<file path="config.mk">
export PLATFORM = sky130hd
export DESIGN_NAME = ntt_stage_sched_flat
export DESIGN_NICKNAME = d
export VERILOG_FILES = /design/src/rtl/ntt_stage_sched_if.sv /design/src/rtl/ntt_stage_sched.sv /design/src/flat_wrapper.sv
export SDC_FILE = /design/constraint.sdc
export NUM_CORES = 1
export LEC_CHECK = 0
export CAP_MARGIN = 20
export CORE_ASPECT_RATIO = 0.8
export CORE_MARGIN = 4
export CORE_UTILIZATION = 40
export DETAILED_ROUTE_END_ITERATION = 10
export PLACE_DENSITY = 0.65
export SLEW_MARGIN = 20
export SYNTH_ARGS = -nofsm -noshare
export SYNTH_HDL_FRONTEND = slang
export SYNTH_SLANG_ARGS = --single-unit
</file>
<file path="constraint.sdc">
create_clock -name clk -period 11.8 [get_ports clk]
set_clock_uncertainty 0.2 [all_clocks]
set_input_delay 1.18 -clock clk [delete_from_list [all_inputs] [get_ports clk]]
set_output_delay 1.18 -clock clk [all_outputs]
set_load 0.02 [all_outputs]
</file>
<file path="src/rtl/ntt_stage_sched_if.sv">
// ntt_stage_sched_if
//   Bundles every control/status signal between the NTT stage sequencer and
//   the surrounding datapath (load source, coefficient RAM, butterfly units,
//   twiddle ROM, unload sink).
//   master : the environment side (drives start/mode/in_valid).
//   slave  : the sequencer side (drives addresses, strobes and flags).
//   Signals:
//     start, mode, in_valid          request / mode / load beat valid
//     in_ready, ld_we, ld_addr       load handshake and RAM write
//     bf_rd_en, bf_a0..3, tw_idx0/1  butterfly issue, addresses, twiddles
//     bf_mode                        latched transform direction
//     bf_wr_en, wb_a0..3             delayed write-back strobe / addresses
//     out_rd_en, out_idx, out_valid  unload read strobe, beat, data valid
//     in_done, cal_done, done        phase-complete flags
interface ntt_stage_sched_if #(
    parameter int LOGN = 8
);
    logic            start;
    logic            mode;
    logic            in_valid;
    logic            in_ready;
    logic            ld_we;
    logic [LOGN-3:0] ld_addr;
    logic            bf_rd_en;
    logic [LOGN-1:0] bf_a0, bf_a1, bf_a2, bf_a3;
    logic [LOGN-1:0] tw_idx0, tw_idx1;
    logic            bf_mode;
    logic            bf_wr_en;
    logic [LOGN-1:0] wb_a0, wb_a1, wb_a2, wb_a3;
    logic            out_rd_en;
    logic [LOGN-3:0] out_idx;
    logic            out_valid;
    logic            in_done;
    logic            cal_done;
    logic            done;

    modport master (
        output start, mode, in_valid,
        input  in_ready, ld_we, ld_addr, bf_rd_en,
        input  bf_a0, bf_a1, bf_a2, bf_a3, tw_idx0, tw_idx1, bf_mode,
        input  bf_wr_en, wb_a0, wb_a1, wb_a2, wb_a3,
        input  out_rd_en, out_idx, out_valid, in_done, cal_done, done
    );

    modport slave (
        input  start, mode, in_valid,
        output in_ready, ld_we, ld_addr, bf_rd_en,
        output bf_a0, bf_a1, bf_a2, bf_a3, tw_idx0, tw_idx1, bf_mode,
        output bf_wr_en, wb_a0, wb_a1, wb_a2, wb_a3,
        output out_rd_en, out_idx, out_valid, in_done, cal_done, done
    );
endinterface

</file>
<file path="src/rtl/ntt_stage_sched.sv">
// ntt_stage_sched
//   Control sequencer for the NTT/INTT butterfly datapath. After a start
//   request it runs LOAD (N/4 four-coefficient beats), LOGN butterfly stages
//   on two parallel butterfly units (each stage N/4 issue cycles plus a
//   PIPE_LAT drain), then UNLOAD (N/4 read beats). It generates all RAM
//   addresses, strobes, twiddle indices and status flags; no data is held.
//
//   Ports:
//     clk      system clock, rising edge
//     rst      synchronous active-high reset
//     bus      ntt_stage_sched_if.slave (all handshake/address/flag signals)
//     cyc_cnt  32-bit busy-cycle counter, present only when the macro
//              NTT_STAGE_SCHED_PERF_EN is defined. It clears at start
//              acceptance, counts every LOAD/CALC/BARRIER/UNLOAD cycle and
//              freezes in DONE. With a gap-free load this reads
//              N/4 + LOGN*(N/4+PIPE_LAT) + N/4 = 672 at defaults: DONE is
//              entered right after the last unload beat, so the out_valid
//              cycle is not counted.

// Per-unit butterfly address / twiddle generator for butterfly index b of
// stage s. lo/hi are the two coefficient addresses, tw the twiddle index.
module ntt_bf_addr #(
    parameter int LOGN = 8,
    parameter int SW   = 3
) (
    input  logic [LOGN-2:0] b,
    input  logic [SW-1:0]   s,
    input  logic            mode,
    output logic [LOGN-1:0] lo,
    output logic [LOGN-1:0] hi,
    output logic [LOGN-1:0] tw
);
    localparam logic [LOGN-1:0] ONE  = LOGN'(1);
    localparam logic [LOGN-1:0] HALF = ONE << (LOGN - 1);
    localparam logic [SW-1:0]   SMAX = SW'(LOGN - 1);

    logic [SW-1:0]   l;      // log2 of the butterfly span h
    logic [SW:0]     l1;
    logic [LOGN-1:0] bw;
    logic [LOGN-1:0] mask;
    logic [LOGN-1:0] lo_w;

    always_comb begin
        // Forward (CT) spans shrink with the stage, inverse (GS) spans grow.
        l    = mode ? s : SMAX - s;
        l1   = {1'b0, l} + 1'b1;
        bw   = {1'b0, b};
        mask = (ONE << l) - ONE;
        // Insert a zero bit at position l: group base plus offset in group.
        lo_w = ((bw >> l) << l1) | (bw & mask);
        lo   = lo_w;
        hi   = lo_w + (ONE << l);
        // N>>(s+1) is expressed as HALF>>s so it fits in LOGN bits.
        tw   = mode ? (HALF >> s) + (bw >> s) : (ONE << s) + (bw >> l);
    end
endmodule

module ntt_stage_sched #(
    parameter int N        = 256,
    parameter int LOGN     = 8,
    parameter int PIPE_LAT = 4
) (
    input  logic                clk,
    input  logic                rst,
    ntt_stage_sched_if.slave    bus
`ifdef NTT_STAGE_SCHED_PERF_EN
    ,
    output logic [31:0]         cyc_cnt
`endif
);
    localparam int NU = 2;                      // parallel butterfly units
    localparam int SW = $clog2(LOGN);
    localparam int KW = LOGN - 2;
    localparam int BW = $clog2(PIPE_LAT + 1);

    localparam logic [KW-1:0] K_LAST = KW'(N / 4 - 1);
    localparam logic [SW-1:0] S_LAST = SW'(LOGN - 1);
    localparam logic [BW-1:0] B_LAST = BW'(PIPE_LAT - 1);

    typedef enum logic [2:0] {
        S_IDLE,
        S_LOAD,
        S_CALC,
        S_BAR,
        S_UNLOAD,
        S_DONE
    } state_t;

    state_t          state, state_nxt;

    logic            armed;
    logic            mode_q;
    logic [KW-1:0]   ld_cnt;
    logic [KW-1:0]   k_cnt;
    logic [SW-1:0]   s_cnt;
    logic [BW-1:0]   bar_cnt;
    logic [KW-1:0]   u_cnt;
    logic            in_done, cal_done, done;
    logic            out_valid;

    logic            in_ready, bf_rd_en, out_rd_en;
    logic            accept, ld_we;

    // ------------------------------------------------------------------
    // FSM
    // ------------------------------------------------------------------
    always_ff @(posedge clk) begin
        if (rst) state <= S_IDLE;
        else     state <= state_nxt;
    end

    always_comb begin
        state_nxt = state;
        in_ready  = 1'b0;
        bf_rd_en  = 1'b0;
        out_rd_en = 1'b0;
        case (state)
            S_IDLE: begin
                if (bus.start && armed) state_nxt = S_LOAD;
            end
            S_LOAD: begin
                in_ready = 1'b1;
                if (bus.in_valid && ld_cnt == K_LAST) state_nxt = S_CALC;
            end
            S_CALC: begin
                bf_rd_en = 1'b1;
                if (k_cnt == K_LAST) state_nxt = S_BAR;
            end
            S_BAR: begin
                if (bar_cnt == B_LAST)
                    state_nxt = (s_cnt == S_LAST) ? S_UNLOAD : S_CALC;
            end
            S_UNLOAD: begin
                out_rd_en = 1'b1;
                if (u_cnt == K_LAST) state_nxt = S_DONE;
            end
            S_DONE: begin
                // Wait for done to be visible before releasing to IDLE.
                if (done && !bus.start) state_nxt = S_IDLE;
            end
            default: state_nxt = S_IDLE;
        endcase
    end

    assign accept = (state == S_IDLE) && bus.start && armed;
    assign ld_we  = bus.in_valid & in_ready;

    // ------------------------------------------------------------------
    // Counters, flags, arming
    // ------------------------------------------------------------------
    always_ff @(posedge clk) begin
        if (rst) begin
            armed     <= 1'b1;
            mode_q    <= 1'b0;
            ld_cnt    <= '0;
            k_cnt     <= '0;
            s_cnt     <= '0;
            bar_cnt   <= '0;
            u_cnt     <= '0;
            in_done   <= 1'b0;
            cal_done  <= 1'b0;
            done      <= 1'b0;
            out_valid <= 1'b0;
        end else begin
            // One-cycle RAM read latency on the unload path.
            out_valid <= out_rd_en;
            case (state)
                S_IDLE: begin
                    if (!bus.start) armed <= 1'b1;
                    if (accept) begin
                        armed    <= 1'b0;
                        mode_q   <= bus.mode;
                        in_done  <= 1'b0;
                        cal_done <= 1'b0;
                        done     <= 1'b0;
                        ld_cnt   <= '0;
                    end
                end
                S_LOAD: begin
                    if (ld_we) begin
                        ld_cnt <= ld_cnt + 1'b1;
                        if (ld_cnt == K_LAST) begin
                            in_done <= 1'b1;
                            s_cnt   <= '0;
                            k_cnt   <= '0;
                        end
                    end
                end
                S_CALC: begin
                    k_cnt   <= k_cnt + 1'b1;
                    bar_cnt <= '0;
                end
                S_BAR: begin
                    bar_cnt <= bar_cnt + 1'b1;
                    if (bar_cnt == B_LAST) begin
                        bar_cnt <= '0;
                        k_cnt   <= '0;
                        if (s_cnt == S_LAST) begin
                            cal_done <= 1'b1;
                            u_cnt    <= '0;
                        end else begin
                            s_cnt <= s_cnt + 1'b1;
                        end
                    end
                end
                S_UNLOAD: begin
                    u_cnt <= u_cnt + 1'b1;
                end
                S_DONE: begin
                    done <= 1'b1;
                    // Leaving DONE requires start low, which is the low
                    // cycle that re-arms a back-to-back run.
                    if (done && !bus.start) armed <= 1'b1;
                end
                default: ;
            endcase
        end
    end

`ifdef NTT_STAGE_SCHED_PERF_EN
    always_ff @(posedge clk) begin
        if (rst)
            cyc_cnt <= '0;
        else if (accept)
            cyc_cnt <= '0;
        else if (state != S_IDLE && state != S_DONE)
            cyc_cnt <= cyc_cnt + 32'd1;
    end
`endif

    // ------------------------------------------------------------------
    // Butterfly address generation: unit u handles butterfly 2k+u
    // ------------------------------------------------------------------
    logic [NU-1:0][LOGN-1:0] lo, hi, tw;
    logic [3:0][LOGN-1:0]    iss_a;
    logic [NU-1:0][LOGN-1:0] iss_tw;

    for (genvar u = 0; u < NU; u++) begin : g_unit
        ntt_bf_addr #(
            .LOGN (LOGN),
            .SW   (SW)
        ) u_addr (
            .b    ({k_cnt, 1'(u)}),
            .s    (s_cnt),
            .mode (mode_q),
            .lo   (lo[u]),
            .hi   (hi[u]),
            .tw   (tw[u])
        );
    end

    // Addresses are forced to zero outside CALC so idle outputs stay quiet.
    assign iss_a  = bf_rd_en ? {hi[1], lo[1], hi[0], lo[0]} : '0;
    assign iss_tw = bf_rd_en ? tw : '0;

    // ------------------------------------------------------------------
    // Write-back delay line, free-running regardless of state
    // ------------------------------------------------------------------
    logic [PIPE_LAT:1]                  vld_pipe;
    logic [PIPE_LAT:1][3:0][LOGN-1:0]   a_pipe;

    always_ff @(posedge clk) begin
        if (rst) begin
            vld_pipe <= '0;
            a_pipe   <= '0;
        end else begin
            vld_pipe[1] <= bf_rd_en;
            a_pipe[1]   <= iss_a;
            for (int i = 2; i <= PIPE_LAT; i++) begin
                vld_pipe[i] <= vld_pipe[i-1];
                a_pipe[i]   <= a_pipe[i-1];
            end
        end
    end

    // ------------------------------------------------------------------
    // Outputs
    // ------------------------------------------------------------------
    assign bus.in_ready  = in_ready;
    assign bus.ld_we     = ld_we;
    assign bus.ld_addr   = in_ready ? ld_cnt : '0;
    assign bus.bf_rd_en  = bf_rd_en;
    assign bus.bf_a0     = iss_a[0];
    assign bus.bf_a1     = iss_a[1];
    assign bus.bf_a2     = iss_a[2];
    assign bus.bf_a3     = iss_a[3];
    assign bus.tw_idx0   = iss_tw[0];
    assign bus.tw_idx1   = iss_tw[1];
    assign bus.bf_mode   = mode_q;
    assign bus.bf_wr_en  = vld_pipe[PIPE_LAT];
    assign bus.wb_a0     = a_pipe[PIPE_LAT][0];
    assign bus.wb_a1     = a_pipe[PIPE_LAT][1];
    assign bus.wb_a2     = a_pipe[PIPE_LAT][2];
    assign bus.wb_a3     = a_pipe[PIPE_LAT][3];
    assign bus.out_rd_en = out_rd_en;
    assign bus.out_idx   = out_rd_en ? u_cnt : '0;
    assign bus.out_valid = out_valid;
    assign bus.in_done   = in_done;
    assign bus.cal_done  = cal_done;
    assign bus.done      = done;
endmodule

</file>
<file path="src/flat_wrapper.sv">
// flat-port wrapper written by rule: the top's interface ports become plain ports
module ntt_stage_sched_flat 
#(
    parameter int N        = 256,
    parameter int LOGN     = 8,
    parameter int PIPE_LAT = 4
)
  (clk, rst, bus_start, bus_mode, bus_in_valid, bus_in_ready, bus_ld_we, bus_ld_addr, bus_bf_rd_en, bus_bf_a0, bus_bf_a1, bus_bf_a2, bus_bf_a3, bus_tw_idx0, bus_tw_idx1, bus_bf_mode, bus_bf_wr_en, bus_wb_a0, bus_wb_a1, bus_wb_a2, bus_wb_a3, bus_out_rd_en, bus_out_idx, bus_out_valid, bus_in_done, bus_cal_done, bus_done);
  ntt_stage_sched_if #(.LOGN(LOGN)) bus_i ();
  input  logic clk;
  input  logic rst;
  input wire logic [$bits(bus_i.start)-1:0] bus_start;
  input wire logic [$bits(bus_i.mode)-1:0] bus_mode;
  input wire logic [$bits(bus_i.in_valid)-1:0] bus_in_valid;
  output wire logic [$bits(bus_i.in_ready)-1:0] bus_in_ready;
  output wire logic [$bits(bus_i.ld_we)-1:0] bus_ld_we;
  output wire logic [$bits(bus_i.ld_addr)-1:0] bus_ld_addr;
  output wire logic [$bits(bus_i.bf_rd_en)-1:0] bus_bf_rd_en;
  output wire logic [$bits(bus_i.bf_a0)-1:0] bus_bf_a0;
  output wire logic [$bits(bus_i.bf_a1)-1:0] bus_bf_a1;
  output wire logic [$bits(bus_i.bf_a2)-1:0] bus_bf_a2;
  output wire logic [$bits(bus_i.bf_a3)-1:0] bus_bf_a3;
  output wire logic [$bits(bus_i.tw_idx0)-1:0] bus_tw_idx0;
  output wire logic [$bits(bus_i.tw_idx1)-1:0] bus_tw_idx1;
  output wire logic [$bits(bus_i.bf_mode)-1:0] bus_bf_mode;
  output wire logic [$bits(bus_i.bf_wr_en)-1:0] bus_bf_wr_en;
  output wire logic [$bits(bus_i.wb_a0)-1:0] bus_wb_a0;
  output wire logic [$bits(bus_i.wb_a1)-1:0] bus_wb_a1;
  output wire logic [$bits(bus_i.wb_a2)-1:0] bus_wb_a2;
  output wire logic [$bits(bus_i.wb_a3)-1:0] bus_wb_a3;
  output wire logic [$bits(bus_i.out_rd_en)-1:0] bus_out_rd_en;
  output wire logic [$bits(bus_i.out_idx)-1:0] bus_out_idx;
  output wire logic [$bits(bus_i.out_valid)-1:0] bus_out_valid;
  output wire logic [$bits(bus_i.in_done)-1:0] bus_in_done;
  output wire logic [$bits(bus_i.cal_done)-1:0] bus_cal_done;
  output wire logic [$bits(bus_i.done)-1:0] bus_done;
  assign bus_i.start = bus_start;
  assign bus_i.mode = bus_mode;
  assign bus_i.in_valid = bus_in_valid;
  assign bus_in_ready = bus_i.in_ready;
  assign bus_ld_we = bus_i.ld_we;
  assign bus_ld_addr = bus_i.ld_addr;
  assign bus_bf_rd_en = bus_i.bf_rd_en;
  assign bus_bf_a0 = bus_i.bf_a0;
  assign bus_bf_a1 = bus_i.bf_a1;
  assign bus_bf_a2 = bus_i.bf_a2;
  assign bus_bf_a3 = bus_i.bf_a3;
  assign bus_tw_idx0 = bus_i.tw_idx0;
  assign bus_tw_idx1 = bus_i.tw_idx1;
  assign bus_bf_mode = bus_i.bf_mode;
  assign bus_bf_wr_en = bus_i.bf_wr_en;
  assign bus_wb_a0 = bus_i.wb_a0;
  assign bus_wb_a1 = bus_i.wb_a1;
  assign bus_wb_a2 = bus_i.wb_a2;
  assign bus_wb_a3 = bus_i.wb_a3;
  assign bus_out_rd_en = bus_i.out_rd_en;
  assign bus_out_idx = bus_i.out_idx;
  assign bus_out_valid = bus_i.out_valid;
  assign bus_in_done = bus_i.in_done;
  assign bus_cal_done = bus_i.cal_done;
  assign bus_done = bus_i.done;
  ntt_stage_sched #(.N(N), .LOGN(LOGN), .PIPE_LAT(PIPE_LAT)) u_core (.clk(clk), .rst(rst), .bus(bus_i));
endmodule
</file>
==> impl_metrics.tcl, run 1 <==
set metrics [dict create \
    outcome "complete, no violations" \
    hold_depth 1 \
    num_io_pins 107 \
    syn_inst 957 \
    syn_to_final_growth_pct 17.83 \
    required_ns 10.42 \
    hold_class "register to register" \
    crit_fanout 61 \
    htreeDepth 4 \
    max_stage_delay_ns 0.64 \
    power.density_mw_per_mm2 148.0 \
    layout-drive-gt1-share_pct 7.913 \
    critPathKind "register to output pin" \
    grt_first_pass_wirelength_um 30420 \
    cts_sinks 165 \
    initial_utilization_pct 40.81 \
    routed_wl_um 18750 \
    irDropWorstVdd_v 0.00007804 \
    synth-compound-area-share_pct 13.12 \
    r2r_cells 16 \
    drtAntennaViolNets 0 \
    synth-seq-area-share_pct 39.11 \
    port_buffers 106 \
    dieArea_sq_mm 0.02352 \
    dp_slack_ns 5.663 \
    synth_mux_area_share_pct 3.081 \
    grt_pass1_vias 5831 \
    synthArstFlopShare_pct 0 \
    synthFlopType "dfxtp_1" \
    antenna_cells 0 \
    synthTopCellsByArea "dfxtp_1, nor2b_1, ha_1" \
    synth_edf_count 0 \
    fin_util_pct 48.08 \
    critPathLaunchType "register" \
    worstSetupEndpointType "output pin" \
    synth_xor_xnor_area_share_pct 5.481 \
    antenna_found_initial 0 \
    arrival_ns 5.17 \
    clockBufferDepth 2 \
    rows 47 \
    cts_hold_buf 0 \
    hold_ws_ns 0.2232 \
    hpwl_um 13510 \
    p_int_mw 1.007 \
    worst_pin_slew_ns 0.9223 \
    setup_slack_ns 5.247 \
    yosysWarnings 0 \
    finalSetupViolCount 0 \
    ys_types 84 \
    yosys.area_share.simple_pct 24.22 \
    switching_share_pct 31.64 \
    die_y_um 138.0 \
    clk_pin_slew_worst_paths_ns 0.07 \
    tns_ns 0 \
    overflow 0 \
    cp_cell_sequence "buf_4 -> nand2b_1 -> nand2_1 -> ha_1 -> inv_1 -> nor2_1 -> a22oi_1 -> inv_1 -> ha_1 -> a21o_1 -> a21o_1 -> a21o_1 -> a21oi_1 -> o31ai_4 -> xor2_1 -> nor2_1 -> clkdlybuf4s50_1" \
    fmax_mhz 152.6 \
    synth_top_area_cell "dfxtp_1" \
    pwr-share-comb_pct 22.2 \
    synth_nets 1007 \
    cts_resized 0 \
    grt_max_degree 92 \
    insertion_delay_ns 0.42 \
    synth.top_cell.area_share_pct 39.11 \
    core_area_sq_mm 0.02070 \
    cts_tree "yes" \
    maxCapViolCount 0 \
    maxSlewViolCount 0 \
    place_area_sq_mm 0.009360 \
    synth_seq_cells 165 \
    synthAdderAreaFrac_pct 7.140 \
    sequentialPowerShare_pct 40.3 \
    routedWlPerCell_um 14.65 \
    cts_setup_buffers 0 \
    syn-cell-area_sq_mm 0.008447 \
    crit_path_frequent_cell "a21o_1" \
    cpMaxStageDelayCell "clkdlybuf4s50_1" \
    rsz0062_at_grt "false" \
    p_leak_nw 3.974 \
    drc 0 \
    dr.pass1.iters 5 \
    clkPwrFrac_pct 37.5 \
    routabilityCongestion 0.9100 \
    period_share_pct 55.54 \
    root_buffer "clkbuf_16" \
    final_cell_area_sq_mm 0.009953 \
    slew_headroom_pct 38.51 \
    vias 6364 \
    grtUsageTotal_pct 16.11 \
    cts_buffers 17 \
    synth.avg_cell_area_sq_um 8.826 \
    hold_viol 0 \
    synth_top_family_by_area "simple AND/OR/NAND/NOR gates" \
    min_period_ns 6.553 \
    vias_per_cell 4.972 \
    nets 1048 \
    p_sw_mw 0.4662 \
    initialDrtViolationCount 500 \
    die-width_um 170.5 \
]
[logic make-up after synthesis]
kind of cell,count (synthesis)
simple gates,388
flops,165
compound gates,160
fa+ha+maj,46
mux,22
buf+inv,126
xor+xnor,49
other cells,1
[path summary, 6_finish.rpt]
path / from / to / slack (ns)
min: u_core.a_pipe[33]$_SDFF_PP0_ / u_core.a_pipe[65]$_SDFF_PP0_ / 0.22
max: u_core.bus.bf_mode$_SDFFE_PP0P_ / bus_bf_a1[7] / 5.25
max reg2reg: u_core.bus.bf_mode$_SDFFE_PP0P_ / u_core.a_pipe[15]$_SDFF_PP0_ / 7.37
min reg2reg: u_core.a_pipe[33]$_SDFF_PP0_ / u_core.a_pipe[65]$_SDFF_PP0_ / 0.22
[power by group through the flow]
| stage | combinational, mW | sequential [mW] | clock, mW |
|---|---|---|---|
| final | 0.327 | 0.593 | 0.553 |
| after global placement | 0.324 | 0.605 | 0 |
| after floorplan | 0.247 | 0.591 | 0 |
| after global routing | 0.363 | 0.596 | 0.595 |
| after detailed placement | 0.325 | 0.605 | 0 |
| after CTS | 0.328 | 0.592 | 0.570 |
[stage by stage]
stage | std cells | total power, mW
5_1_grt | 1280 | 1.554
6_report | 1280 | 1.473
4_1_cts | 1280 | 1.490
3_5_place_dp | 1248 | 0.9303
3_3_place_gp | 1248 | 0.9285
2_1_floorplan | 957 | 0.8384
[state kept, by name, indices dropped and copies added (netlist names)]
name                  flops
u_core.bus.done           1
u_core.vld_pipe           4
u_core.bus.wb_a0          8
u_core.bus.out_valid      1
u_core.u_cnt              6
u_core.bus.wb_a1          8
u_core.a_pipe            96
u_core.bus.in_done        1
u_core.bus.cal_done       1
u_core.bus.bf_mode        1
u_core.armed              1
u_core.ld_cnt             6
u_core.k_cnt              6
u_core.bus.wb_a3          8
u_core.s_cnt              3
u_core.state              3
u_core.bar_cnt            3
u_core.bus.wb_a2          8
[metal layers]
layer / global-route usage (%) / vias to the layer above / part of all wire [%]
li1: - / 3249 / -
met5: 0 / - / 0
met3: 3.961 / 23 / 6.0
met4: 5.410 / 0 / 1.5
met1: 23.25 / 2914 / 49
met2: 23.51 / 178 / 43
[critical path: cells and delay by family (launching register included)]
family	cells	cell delay (ns)
AOI/OAI and AO/OA	6	1.26
buffers and inverters	4	1.47
xor gates and xnor gates	1	0.16
adders and majority gates	2	0.80
and+or+nand+nor	4	0.70
DFF	1	0.34
[synthesized netlist by cell type, drive strengths merged (3+ instances only)]
| library cell | number |
|---|---|
| dfxtp | 165 |
| nor2 | 120 |
| nor2b | 106 |
| buf | 53 |
| a21oi | 51 |
| nand2 | 44 |
| ha | 41 |
| inv | 37 |
| clkbuf | 36 |
| xnor2 | 30 |
| o21ai | 27 |
| and2 | 22 |
| xor2 | 19 |
| mux2i | 17 |
| nor3 | 17 |
| a21o | 15 |
| and3 | 15 |
| nand2b | 15 |
| a31oi | 12 |
| nand4 | 10 |
| nand3 | 8 |
| o21bai | 8 |
| or2 | 8 |
| a211oi | 7 |
| a22oi | 7 |
| o22ai | 7 |
| or3 | 7 |
| fa | 4 |
| nor3b | 4 |
| a2bb2oi | 3 |
| and3b | 3 |
| mux2 | 3 |
| nand3b | 3 |
| or3b | 3 |
[final cells by class]
type,instances,area (sq um)
tap,269,336.6
fill,1958,10750
clock inverter,13,160.2
inverter,37,138.9
timing repair buffer,111,1096
multi-input combinational,666,4484
clock buffer,19,432.9
sequential,165,3304
[cells in the final DEF (no fill, tap or decap), types with 10 or more instances in the layout]
cell / count
a21o_1: 15
and2_1: 22
clkbuf_16: 17
nand4_1: 10
nor2b_1: 106
o21ai_0: 24
dfxtp_1: 164
nand2_1: 42
nor2_1: 118
and3_1: 15
nor3_1: 17
inv_1: 33
xor2_1: 17
a31oi_1: 11
mux2i_1: 15
clkdlybuf4s50_1: 105
nand2b_1: 15
ha_1: 41
a21oi_1: 50
xnor2_1: 29
Note: power is estimated with default switching activity, not from simulation.
==> inputs of run 2 (changes only) <==
- clock period: 11.8 -> 6.8 ns (I/O delays scaled with it)
==> run 2 against run 1 <==
Effect of this change: non-clock buffer count is the same; count of clock-buffer cells in the layout shrank 1; sequential cell count is the same; global-route usage grew 0.20 points; register-to-register slack lost 5.0 ns; largest cell class unchanged; critical endpoint unchanged; critical path depth shrank 1; core utilization shrank 0.11 points; wire length grew 1.6%.
==> impl_metrics.tcl, run 2 (same netlist as run 1, synthesis figures left out) <==
set metrics [dict create \
    die_y_um 138.0 \
    hold_ws_ns 0.2274 \
    die-width_um 170.5 \
    required_ns 5.92 \
    dr.pass1.iters 5 \
    outcome "complete, no violations" \
    crit_path_frequent_cell "a21o_1" \
    cts_hold_buf 0 \
    crit_fanout 23 \
    cts_setup_buffers 0 \
    max_stage_delay_ns 0.78 \
    vias_per_cell 4.934 \
    vias 6310 \
    hold_class "register to register" \
    cts_buffers 17 \
    rows 47 \
    regMostFlops "u_core.a_pipe" \
    slew_headroom_pct 37.01 \
    grt_max_degree 93 \
    insertion_delay_ns 0.42 \
    maxSlewViolCount 0 \
    clk_pin_slew_worst_paths_ns 0.07 \
    p_leak_nw 3.966 \
    fill_cells 2015 \
    cp_cell_sequence "buf_4 -> nor4bb_1 -> o21bai_1 -> o2111ai_1 -> a311oi_2 -> a22oi_1 -> inv_1 -> ha_1 -> a21o_1 -> a21o_1 -> a21o_1 -> a21oi_1 -> o31ai_4 -> xor2_1 -> nor2_1 -> clkdlybuf4s50_1" \
    overflow 0 \
    dieArea_sq_mm 0.02352 \
    fin_util_pct 47.97 \
    num_io_pins 107 \
    grt_first_pass_wirelength_um 30500 \
    grtUsageTotal_pct 16.31 \
    p_sw_mw 0.8084 \
    routed_wl_um 19040 \
    core_area_sq_mm 0.02070 \
    min_period_ns 6.038 \
    arrival_ns 5.16 \
    tns_ns 0 \
    worst_pin_slew_ns 0.9448 \
    nets 1048 \
    largest_reg_flops 96 \
    pwr-share-comb_pct 22.2 \
    cts_tree "yes" \
    syn_to_final_growth_pct 17.55 \
    cts_sinks 165 \
    irDropWorstVdd_v 0.0001502 \
    sequentialPowerShare_pct 41.1 \
    worstSetupEndpointType "output pin" \
    power.density_mw_per_mm2 253.6 \
    rsz0062_at_grt "false" \
    fmax_mhz 165.6 \
    layout_commonest_cell "dfxtp_1" \
    grt_pass1_vias 5748 \
    drtAntennaViolNets 0 \
    power_mw 2.518 \
    period_share_pct 88.80 \
    port_buffers 106 \
    layout-drive-gt1-share_pct 7.921 \
    critPathLaunchType "register" \
    htreeDepth 4 \
    p_int_mw 1.710 \
    root_buffer "clkbuf_16" \
    drc 0 \
    final_cell_mix "dfxtp_1, nor2_1, nor2b_1, clkdlybuf4s50_1, a21oi_1" \
    antenna_found_initial 0 \
    finalSetupViolCount 0 \
    critPathKind "register to output pin" \
    clkPwrFrac_pct 36.7 \
    initial_utilization_pct 40.81 \
    hpwl_um 13880 \
    routabilityCongestion 0.8833 \
    hold_viol 0 \
    switching_share_pct 32.10 \
    clockBufferDepth 2 \
    maxCapViolCount 0 \
    cts_resized 0 \
    antenna_cells 0 \
    routedWlPerCell_um 14.89 \
    initialDrtViolationCount 522 \
    cpMaxStageDelayCell "dfxtp_1" \
]
==> run 2: cell count changes in the layout (fill, tap and decap cells not counted), sizes merged <==
cell,change
clkbuf,-1
inv,-1
clkinv,+3
bufinv,-1
clkinvlp,-1
==> run 2: metal layers <==
| layer | vias to the layer above | part of all wire, % | track usage [%] |
|---|---|---|---|
| met5 | - | 0 | 0 |
| met4 | 0 | 1.0 | 3.947 |
| li1 | 3240 | - | - |
| met2 | 155 | 43 | 24.63 |
| met3 | 18 | 5.3 | 4.303 |
| met1 | 2897 | 50 | 23.32 |
==> run 2: power groups by stage <==
stage	logic (mW)	clock network (mW)	registers, mW
after CTS	0.562	0.948	1.03
final	0.560	0.924	1.03
after global routing	0.618	0.997	1.04
after floorplan	0.429	0	1.03
after global placement	0.558	0	1.06
after detailed placement	0.558	0	1.06
==> run 2: final timing paths <==
check | from | end | slack, ns | depth (start not counted)
hold / removal | u_core.a_pipe[5]$_SDFF_PP0_ | u_core.a_pipe[37]$_SDFF_PP0_ | 0.23 | 1
setup reg to reg | u_core.s_cnt[1]$_SDFFE_PP0P_ | u_core.a_pipe[15]$_SDFF_PP0_ | 2.38 | 15
setup / recovery | u_core.s_cnt[1]$_SDFFE_PP0P_ | bus_bf_a1[7] | 0.76 | 16
hold reg to reg | u_core.a_pipe[5]$_SDFF_PP0_ | u_core.a_pipe[37]$_SDFF_PP0_ | 0.23 | 1
==> run 2: per-stage QoR <==
| step | cell area (sq um) | instances | setup slack, ns |
|---|---|---|---|
| after floorplan | 8447 | 957 | 2.130 |
| after global placement | 9360 | 1248 | 1.307 |
| after detailed placement | 9360 | 1248 | 1.236 |
| after CTS | 9930 | 1279 | 0.7427 |
| after global routing | 9930 | 1279 | 0.4675 |
| final | 9930 | 1279 | 0.7615 |
==> run 2: critical path: cells and delay by family, from the launching register on <==
| kind | cells | cell delay (ns) |
|---|---|---|
| and+or+nand+nor | 2 | 0.53 |
| buffers and inverters | 3 | 1.10 |
| DFF | 1 | 0.78 |
| adders and majority gates | 1 | 0.35 |
| xor gates and xnor gates | 1 | 0.18 |
| AOI/OAI and AO/OA | 9 | 1.80 |
==> run 2: final cells by class <==
cell class	instances	area, sq um	area share, %
Tap cell	269	336.6	3.390
Clock buffer	18	429.2	4.322
Inverter	37	138.9	1.399
Clock inverter	13	140.1	1.411
Timing Repair Buffer	111	1096	11.04
Multi-Input combinational cell	666	4484	45.16
Sequential cell	165	3304	33.28
==> inputs of run 3 (changes only) <==
- SKIP_CTS_REPAIR_TIMING: unset -> 1
==> results of run 3 <==
Final layout, timing and power as in run 2 (identical DEF).
